--- src/rtl/dff_share_arbiter_pkg.sv ---
// Shared types and helpers for the shared-DFF round-robin arbiter.
package dff_share_arbiter_pkg;

  typedef enum logic [0:0] {
    ST_IDLE = 1'b0,
    ST_HOLD = 1'b1
  } state_t;

  function automatic int clog2(input int v);
    int r;
    r = 0;
    while ((1 << r) < v) r++;
    return r;
  endfunction

endpackage

--- src/rtl/dff_share_arbiter_if.sv ---
// Requester-side bus of the shared-DFF arbiter: requests, data and the registered grant/Q outputs.
interface dff_share_if
  import dff_share_arbiter_pkg::*;
#(
  parameter int NREQ  = 4,
  parameter int WIDTH = 8
);
  localparam int OW = clog2(NREQ);

  logic [NREQ-1:0]       req;
  logic [NREQ-1:0]       lock;
  logic [NREQ*WIDTH-1:0] d_in;
  logic [NREQ-1:0]       gnt;
  logic [OW-1:0]         owner;
  logic [WIDTH-1:0]      q;
  logic                  q_valid;
  logic                  hold_timeout;

  modport master (
    output req, lock, d_in,
    input  gnt, owner, q, q_valid, hold_timeout
  );

  modport slave (
    input  req, lock, d_in,
    output gnt, owner, q, q_valid, hold_timeout
  );
endinterface

--- src/rtl/dff_share_arbiter_rr_pick.sv ---
// Combinational round-robin picker: first set req bit searching from ptr upward, modulo NREQ.
module rr_pick
  import dff_share_arbiter_pkg::*;
#(
  parameter  int NREQ = 4,
  localparam int PW   = clog2(NREQ)
) (
  input  logic [NREQ-1:0] req,
  input  logic [PW-1:0]   ptr,
  output logic [PW-1:0]   winner,
  output logic            any_req
);

  // Scan farthest offset first so the nearest requester to ptr is the last write.
  always_comb begin
    winner  = '0;
    any_req = 1'b0;
    for (int k = NREQ - 1; k >= 0; k--) begin
      if (req[(int'(ptr) + k) % NREQ]) begin
        winner  = PW'((int'(ptr) + k) % NREQ);
        any_req = 1'b1;
      end
    end
  end

endmodule

--- src/rtl/dff_share_arbiter.sv ---
// Shares one WIDTH-bit register among NREQ requesters with round-robin grants
// and bounded locked bursts; the release edge is always a one-cycle bubble.
module dff_share_arbiter
  import dff_share_arbiter_pkg::*;
#(
  parameter int NREQ     = 4,
  parameter int WIDTH    = 8,
  parameter int MAX_HOLD = 8
) (
  input  logic        clk,
  input  logic        reset,
  dff_share_if.slave  bus
);

  localparam int PW = clog2(NREQ);
  localparam int CW = clog2(MAX_HOLD + 1);

  state_t           state_q, state_d;
  logic [PW-1:0]    ptr_q, ptr_d;
  logic [CW-1:0]    hold_cnt_q, hold_cnt_d;
  logic [NREQ-1:0]  gnt_q, gnt_d;
  logic [PW-1:0]    owner_q, owner_d;
  logic [WIDTH-1:0] q_q, q_d;
  logic             q_valid_q, q_valid_d;
  logic             hold_timeout_q, hold_timeout_d;

  logic [PW-1:0]    win;
  logic             any_req;
  logic             own_active;

  rr_pick #(.NREQ(NREQ)) u_pick (
    .req     (bus.req),
    .ptr     (ptr_q),
    .winner  (win),
    .any_req (any_req)
  );

  function automatic logic [PW-1:0] next_idx(input logic [PW-1:0] i);
    return (i == PW'(NREQ - 1)) ? '0 : i + 1'b1;
  endfunction

  assign own_active = bus.req[owner_q] & bus.lock[owner_q];

  always_comb begin
    state_d        = state_q;
    ptr_d          = ptr_q;
    hold_cnt_d     = hold_cnt_q;
    gnt_d          = gnt_q;
    owner_d        = owner_q;
    q_d            = q_q;
    q_valid_d      = 1'b0;
    hold_timeout_d = 1'b0;
    case (state_q)
      ST_IDLE: begin
        if (any_req) begin
          gnt_d     = {{(NREQ-1){1'b0}}, 1'b1} << win;
          owner_d   = win;
          q_d       = bus.d_in[int'(win)*WIDTH +: WIDTH];
          q_valid_d = 1'b1;
          if (bus.lock[win]) begin
            state_d    = ST_HOLD;
            hold_cnt_d = CW'(1);
          end else begin
            ptr_d = next_idx(win);
          end
        end else begin
          gnt_d = '0;
        end
      end
      ST_HOLD: begin
        if (own_active && hold_cnt_q < CW'(MAX_HOLD)) begin
          q_d        = bus.d_in[int'(owner_q)*WIDTH +: WIDTH];
          q_valid_d  = 1'b1;
          hold_cnt_d = hold_cnt_q + 1'b1;
        end else begin
          // A lock drop on the limit cycle counts as voluntary, so no timeout then.
          hold_timeout_d = own_active;
          gnt_d          = '0;
          ptr_d          = next_idx(owner_q);
          hold_cnt_d     = '0;
          state_d        = ST_IDLE;
        end
      end
      default: state_d = ST_IDLE;
    endcase
  end

  always_ff @(posedge clk or posedge reset) begin
    if (reset) begin
      state_q        <= ST_IDLE;
      ptr_q          <= '0;
      hold_cnt_q     <= '0;
      gnt_q          <= '0;
      owner_q        <= '0;
      q_q            <= '0;
      q_valid_q      <= 1'b0;
      hold_timeout_q <= 1'b0;
    end else begin
      state_q        <= state_d;
      ptr_q          <= ptr_d;
      hold_cnt_q     <= hold_cnt_d;
      gnt_q          <= gnt_d;
      owner_q        <= owner_d;
      q_q            <= q_d;
      q_valid_q      <= q_valid_d;
      hold_timeout_q <= hold_timeout_d;
    end
  end

  assign bus.gnt          = gnt_q;
  assign bus.owner        = owner_q;
  assign bus.q            = q_q;
  assign bus.q_valid      = q_valid_q;
  assign bus.hold_timeout = hold_timeout_q;

endmodule

--- src/flat_wrapper.sv ---
// flat-port wrapper written by rule: the top's interface ports become plain ports
module dff_share_arbiter_flat import dff_share_arbiter_pkg::*;
#(
  parameter int NREQ     = 4,
  parameter int WIDTH    = 8,
  parameter int MAX_HOLD = 8
)
  (clk, reset, bus_req, bus_lock, bus_d_in, bus_gnt, bus_owner, bus_q, bus_q_valid, bus_hold_timeout);
  dff_share_if #(.NREQ(NREQ), .WIDTH(WIDTH)) bus_i ();
  input  logic clk;
  input  logic reset;
  input wire logic [$bits(bus_i.req)-1:0] bus_req;
  input wire logic [$bits(bus_i.lock)-1:0] bus_lock;
  input wire logic [$bits(bus_i.d_in)-1:0] bus_d_in;
  output wire logic [$bits(bus_i.gnt)-1:0] bus_gnt;
  output wire logic [$bits(bus_i.owner)-1:0] bus_owner;
  output wire logic [$bits(bus_i.q)-1:0] bus_q;
  output wire logic [$bits(bus_i.q_valid)-1:0] bus_q_valid;
  output wire logic [$bits(bus_i.hold_timeout)-1:0] bus_hold_timeout;
  assign bus_i.req = bus_req;
  assign bus_i.lock = bus_lock;
  assign bus_i.d_in = bus_d_in;
  assign bus_gnt = bus_i.gnt;
  assign bus_owner = bus_i.owner;
  assign bus_q = bus_i.q;
  assign bus_q_valid = bus_i.q_valid;
  assign bus_hold_timeout = bus_i.hold_timeout;
  dff_share_arbiter #(.NREQ(NREQ), .WIDTH(WIDTH), .MAX_HOLD(MAX_HOLD)) u_core (.clk(clk), .reset(reset), .bus(bus_i));
endmodule
--- config.mk ---
export PLATFORM = sky130hd
export DESIGN_NAME = dff_share_arbiter_flat
export DESIGN_NICKNAME = d
export VERILOG_FILES = /design/src/rtl/dff_share_arbiter_pkg.sv /design/src/rtl/dff_share_arbiter_if.sv /design/src/rtl/dff_share_arbiter_rr_pick.sv /design/src/rtl/dff_share_arbiter.sv /design/src/flat_wrapper.sv
export SDC_FILE = /design/constraint.sdc
export NUM_CORES = 1
export LEC_CHECK = 0
export CORE_UTILIZATION = 49
export DETAILED_ROUTE_END_ITERATION = 12
export PLACE_DENSITY = 0.86
export SKIP_LAST_GASP = 1
export SYNTH_ARGS = -nofsm -noshare
export SYNTH_HDL_FRONTEND = slang
export SYNTH_SLANG_ARGS = --single-unit
export TNS_END_PERCENT = 20
--- constraint.sdc ---
create_clock -name clk -period 3.2 [get_ports clk]
set_input_delay 0.96 -clock clk [delete_from_list [all_inputs] [get_ports clk]]
set_output_delay 0.96 -clock clk [all_outputs]
set_load 0.1 [all_outputs]
Word level (Yosys, flattened, before mapping)

Index checks and enable logic that the tools add are counted.

$add $sub $neg: 6
Reductions and logical operators: 8
Equality and inequality tests: 7
Bitwise gates (word level): 5
Order comparisons: 7
Multiplexer cells: 49
Shift operators: 3

Operator list:

| operator                                                   | count |
|---|---|
| variable part select 32 x 6 -> 8 bit                       | 2 |
| 2-to-1 mux 1 bit                                           | 20 |
| 2-to-1 mux 4 bit                                           | 5 |
| 2-to-1 mux 2 bit                                           | 9 |
| 2-to-1 mux 8 bit                                           | 2 |
| case mux 4 bit (2 select lines)                            | 2 |
| case mux 8 bit (2 select lines)                            | 1 |
| binary-select mux 1 bit (select 2 bit)                     | 7 |
| less-than comparator 3 x 4 -> 1 bit, second input constant | 3 |
| less-than comparator 2 x 3 -> 1 bit, second input constant | 3 |
| adder 2 x 1 -> 2 bit, second input constant                | 3 |
| inequality test 2 bit, second input constant               | 3 |
| AND reduction 2 bit                                        | 3 |
| OR reduction 2 bit                                         | 3 |
| adder 2 bit, second input constant                         | 2 |
| adder 4 x 1 -> 4 bit, second input constant                | 1 |
| equality test 2 bit, second input constant                 | 2 |
| less-than comparator 4 bit, second input constant          | 1 |
| inequality test 2 x 1 -> 1 bit, second input constant      | 2 |
| case mux 1 bit (2 select lines)                            | 2 |
| case mux 2 bit (2 select lines)                            | 1 |
| left shift 1 x 2 -> 4 bit, first input constant            | 1 |
| AND 1 bit, first input constant                            | 3 |
| AND reduction 3 bit                                        | 1 |
| 3 further kinds                                            | 3 |

Input bits: 42
Logic and storage cells: 93
Output and inout bits: 16
Bits in registers: 23

Depth between registers and ports, before layout

Depth after elaboration: 15
Depth in mapped cells: 10
Mapped depth without buffers: 8

Hierarchy

From an unflattened synthesis, not the netlist that was laid out.

Cell total of the unflattened synthesis: 107
Area total of the unflattened synthesis: 1426.4 sq um

By module, submodules not included:

| module            | seq. area each (sq um) | cells an instance | area an instance (sq um) | instances |
|---|---|---|---|---|
| dff_share_arbiter | 575.6                  | 94                | 1348.8                   | 1 |
| rr_pick           | 0.0                    | 13                | 77.6                     | 1 |

Worst setup path after synthesis

Ideal clock, no wire load.

Path type: input -> register
Start point: input bus_req[1]
End point: register u_core.ptr_q[1]
Library setup time: 69 ps
Data required time: 3131 ps
Data arrival time: 2549 ps
Buffers on the path: 2
Slack: 581 ps
Stages: 9
Cells stage by stage: a21bo_1 -> a221oi_2 -> buf_2 -> buf_4 -> ha_1 -> nor2_1 -> a2111oi_0 -> mux2i_1 -> nand3_1

Word-level cells in the longest chain between the ends: 12
Elaborated cells on any way between the ends: 35
Those cells by class: add/sub: 1; eq/ne: 4; mux: 27; bitwise: 1; reduce/logical: 2

Ends and longest elaborated chain:

| what                                                               | line                            | text |
|---|---|---|
| start, declared                                                    | flat_wrapper.sv:12              | `input wire logic [$bits(bus_i.req)-1:0] bus_req;` |
| binary-select mux 1 bit (select 2 bit)                             | dff_share_arbiter_rr_pick.sv:19 | `if (req[(int'(ptr) + k) % NREQ]) begin` |
| 2-to-1 mux 1 bit (not written as such) (2 in series)               | dff_share_arbiter_rr_pick.sv:19 |  |
| 2-to-1 mux 2 bit (3 in series)                                     | dff_share_arbiter_rr_pick.sv:19 |  |
| 2-to-1 mux 2 bit *                                                 | dff_share_arbiter_rr_pick.sv:19 |  |
| via u_core.u_pick.winner[0]                                        | dff_share_arbiter_rr_pick.sv:10 | `output logic [PW-1:0] winner,` |
| adder 2 x 1 -> 2 bit / equality test 2 bit (equally long branches) | dff_share_arbiter.sv:39         | `return (i == PW'(NREQ - 1)) ? '0 : i + 1'b1;` |
| 2-to-1 mux 2 bit                                                   | dff_share_arbiter.sv:39         |  |
| 2-to-1 mux 2 bit                                                   | dff_share_arbiter.sv:60         | `if (bus.lock[win]) begin` |
| 2-to-1 mux 2 bit                                                   | dff_share_arbiter.sv:55         | `if (any_req) begin` |
| case mux 2 bit (2 select lines)                                    | dff_share_arbiter.sv:53         | `case (state_q)` |
| end signal, assigned                                               | dff_share_arbiter.sv:100        | `ptr_q <= ptr_d;` |
| end, declared                                                      | dff_share_arbiter.sv:19         | `logic [PW-1:0] ptr_q, ptr_d;` |

The timed path passes the listed nets; every way through them passes the cells marked *. The select of a mux whose other input is x is not followed.
A chain may end at the register's enable or synchronous reset.

Final worst setup path

Start point: input bus_req[0]
End point: register u_core.q_q[1] (netlist: u_core.bus.q[1])

Word-level cells in the longest chain between the ends: 10
Elaborated cells on any way between the ends: 29
Those cells by class: eq/ne: 2; shift: 1; mux: 23; bitwise: 1; reduce/logical: 2

Ends and longest elaborated chain:

| what                                                 | line                            | text |
|---|---|---|
| binary-select mux 1 bit (select 2 bit)               | dff_share_arbiter_rr_pick.sv:19 |  |
| 2-to-1 mux 1 bit (not written as such) (2 in series) | dff_share_arbiter_rr_pick.sv:19 |  |
| 2-to-1 mux 2 bit (4 in series)                       | dff_share_arbiter_rr_pick.sv:19 |  |
| variable part select 32 x 6 -> 8 bit                 | dff_share_arbiter.sv:58         | `q_d = bus.d_in[int'(win)*WIDTH +: WIDTH];` |
| 2-to-1 mux 8 bit                                     | dff_share_arbiter.sv:55         |  |
| case mux 8 bit (2 select lines)                      | dff_share_arbiter.sv:53         |  |
| end signal, assigned                                 | dff_share_arbiter.sv:104        | `q_q <= q_d;` |
| end, declared                                        | dff_share_arbiter.sv:23         | `logic [WIDTH-1:0] q_q, q_d;` |

Several ways; a longest one is shown, not always the timed one. The select of a mux whose other input is x is not followed.

==> out/results.txt <==
Max Slew Vio Count -> 0
Via count -> 1780
CTS buffer count -> 3
CP Launch Type -> input pin
IO Count -> 58
Status -> finished, final reports clean
DRC viols -> 0
Seq cells post-synth -> 23
Post-synth EDFFs -> 0
Setup bufs post-CTS -> 0
Setup violations, final -> 0
RSZ-0062 raised after global routing -> false
CTS Sinks -> 23
Yosys cell types -> 43
Ys flop type -> dfrtp_1
Post-synthesis average cell area -> 8.26 um2
WP data required -> 3.43 ns
Slew Limit Headroom -> 51.9%
Die height -> 60.5 um
Detail Route Antenna Nets -> 0
Share of cells above drive strength 1 -> 17.2%
Syn nets -> 250
Post-synthesis sequential area ratio -> 34.3%
Final hold vios -> 0
Final period util -> 89.5%
Setup crit end kind -> flip-flop
IO buf count -> 57
Design area -> 2320 um2
Worst-case reg-to-reg path depth -> 7
Max-cap violations -> 0
N_diodes -> 0
CTS clk-pin slew, worst paths -> 0.13 ns
Static Leakage -> 0.993 nW
Crit path capture -> u_core.bus.q[1]
CTS tree -> built
Via/cell ratio -> 5.82
CP Max Fanout -> 12
Actual slew at the worst max-slew pin -> 0.701 ns
Root buffer cell -> clkbuf_4
Routed wire length per instance -> 14.6 um
# resized after CTS -> 0
Crit Reg-Reg Startpoint -> u_core.bus.owner[1]
Drt first pass iters -> 5
Core area -> 3150 um2
PwrDens -> 1150 nW/um2
Global Route Usage Sum -> 26.2%
Kind of critical path -> in2reg
TNS Setup -> 0 ns
Die Wd -> 60.5 um
Die area -> 3660 um2
Placed inst area -> 2290 um2
Asr flop ratio synth -> 100%
FP Rows -> 20
Yosys warnings -> 0
Global-route wire length before repair -> 7.16 mm
Mapped Cells -> 203
Latest clock arrival within the worst-skew pair -> 0.32 ns
CP arrival -> 3.10 ns
HP Class -> reg2reg
CTS H-tree lvls -> 1
Clk buf depth -> 2
Routed WL -> 4.48 mm
Reg-to-reg endpoint -> u_core.ptr_q[1]
Hold Buf Count CTS -> 0
Total gr overflow -> 0
VDD IR max -> 0.000665 V
Layout Area Growth over Synthesis -> 38.5%
Largest net degree at the start of global routing -> 24
Initial antenna violation count -> 0
Post-DP HPWL -> 3.32 mm
F_max -> 0.349 GHz
Cell Area, Synth -> 1680 um2
Nets@finish -> 310
Placer Congestion -> 0.844
Layout Skew -> 0.00294 ns
DRT iter0 DRCs -> 134
R2R Setup Slk -> 0.92 ns
Fin crit period -> 2.86 ns
Initial Util -> 53.2%
Crit. Startpoint -> bus_req[0]
Vias in the first global route -> 1592
-- cells by family after synthesis --
group	count (synthesis)	synth area share (%)
AO/OA/AOI/OAI	64	28.1
flip-flops	23	34.3
AND/OR/NAND/NOR	78	22.6
adder cells (fa/ha/maj)	5	3.73
buffers and inverters	25	6.27
XOR/XNOR	1	0.522
multiplexers	7	4.48
-- how the worst min path moves through the flow --
stage | startpoint | endpoint | slack, ns | cells past startpoint
final | u_core.bus.q[7] | u_core.bus.q[7] | 0.49 | 2
after global routing | u_core.bus.q[2] | u_core.bus.q[2] | 0.51 | 2
after CTS | u_core.bus.q[2] | u_core.bus.q[2] | 0.50 | 2
after detailed placement | u_core.bus.q[2] | u_core.bus.q[2] | 0.47 | 2
after global placement | u_core.bus.q[2] | u_core.bus.q[2] | 0.46 | 2
after floorplan | u_core.hold_cnt_q[1] | u_core.hold_cnt_q[1] | 0.49 | 1
-- power breakdown --
group          internal (mW)  switching, mW
Sequential             0.424          0.159
Combinational          0.611           1.34
Clock                 0.0477         0.0947
Total                   1.08           1.60
-- final cells by class --
| type | count | area (um2) |
|---|---|---|
| well taps | 44 | 55.1 |
| clock inverters | 1 | 7.51 |
| fillers | 259 | 831 |
| clock buffers | 3 | 22.5 |
| flip-flops and latches | 23 | 576 |
| inverters | 10 | 37.5 |
| repair buffers | 70 | 628 |
| multi-input cells | 155 | 996 |
-- cells in the mapped netlist (2+ instances only) --
cell type	count	area, um2
a211oi_1	9	67.6
ha_1	5	62.6
buf_2	6	30.0
o21ai_1	2	10.0
nand3b_1	2	15.0
nand2b_1	9	56.3
nor2_1	2	7.51
nand2_1	36	135
nor2b_1	3	18.8
nor2_2	2	12.5
a21oi_1	11	55.1
nand3_1	19	95.1
o21ai_0	2	10.0
dfrtp_1	23	576
mux2i_1	5	50.1
a22o_1	5	43.8
clkbuf_1	8	30.0
a31oi_1	8	50.1
o31ai_1	8	60.1
a22oi_1	8	60.1
inv_1	4	15.0
inv_2	5	18.8
-- registers in the layout (all words and copies together), names as in the netlist --
signal and count:
u_core.ptr_q 2, u_core.bus.hold_timeout 1, u_core.bus.q 8, u_core.hold_cnt_q 4, u_core.bus.q_valid 1, u_core.bus.owner 2, u_core.state_q 1, u_core.bus.gnt 4
-- cells in the final DEF, fill, tap and decap left out, types with 2 or more instances in the layout --
master	n
a211oi_1	9
a21oi_1	11
a22o_1	5
a22oi_1	8
a31oi_1	8
buf_4	29
clkbuf_4	3
clkdlybuf4s50_1	41
dfrtp_1	23
ha_1	5
inv_1	4
inv_2	5
mux2i_1	5
nand2_1	36
nand2b_1	9
nand3_1	19
nand3b_1	2
nor2_1	2
nor2_2	2
nor2b_1	3
o21ai_0	2
o21ai_1	2
o31ai_1	8
-- routing by layer --
| metal | vias to the layer above | GRT usage (%) | part of all wire [%] |
|---|---|---|---|
| met1 | 828 | 35.6 | 44 |
| met4 | 0 | 8.77 | 1.4 |
| met3 | 6 | 4.26 | 7.2 |
| li1 | 867 | - | - |
| met2 | 79 | 42.7 | 48 |
| met5 | - | 0 | 0 |
-- per-stage QoR --
step	cells	power, mW	util (%)	hold slack, ns	worst slack (ns)
finish	306	2.68	73.7	0.492	0.337
global route	306	2.86	73.7	0.509	0.124
CTS	306	2.68	73.7	0.497	0.367
detailed placement	302	2.53	72.7	0.467	0.0574
global placement	302	2.51	72.7	0.464	0.106
floorplan	203	2.07	-	0.492	0.581
-- worst max-delay path: stages --
cell	delay [ns]
clkdlybuf4s50_1	0.58
nor3b_1	0.26
a221oi_2	0.09
buf_4	0.20
mux2i_1	0.57
a22oi_1	0.21
o31ai_1	0.23
Note: power is estimated with default switching activity, not from simulation.
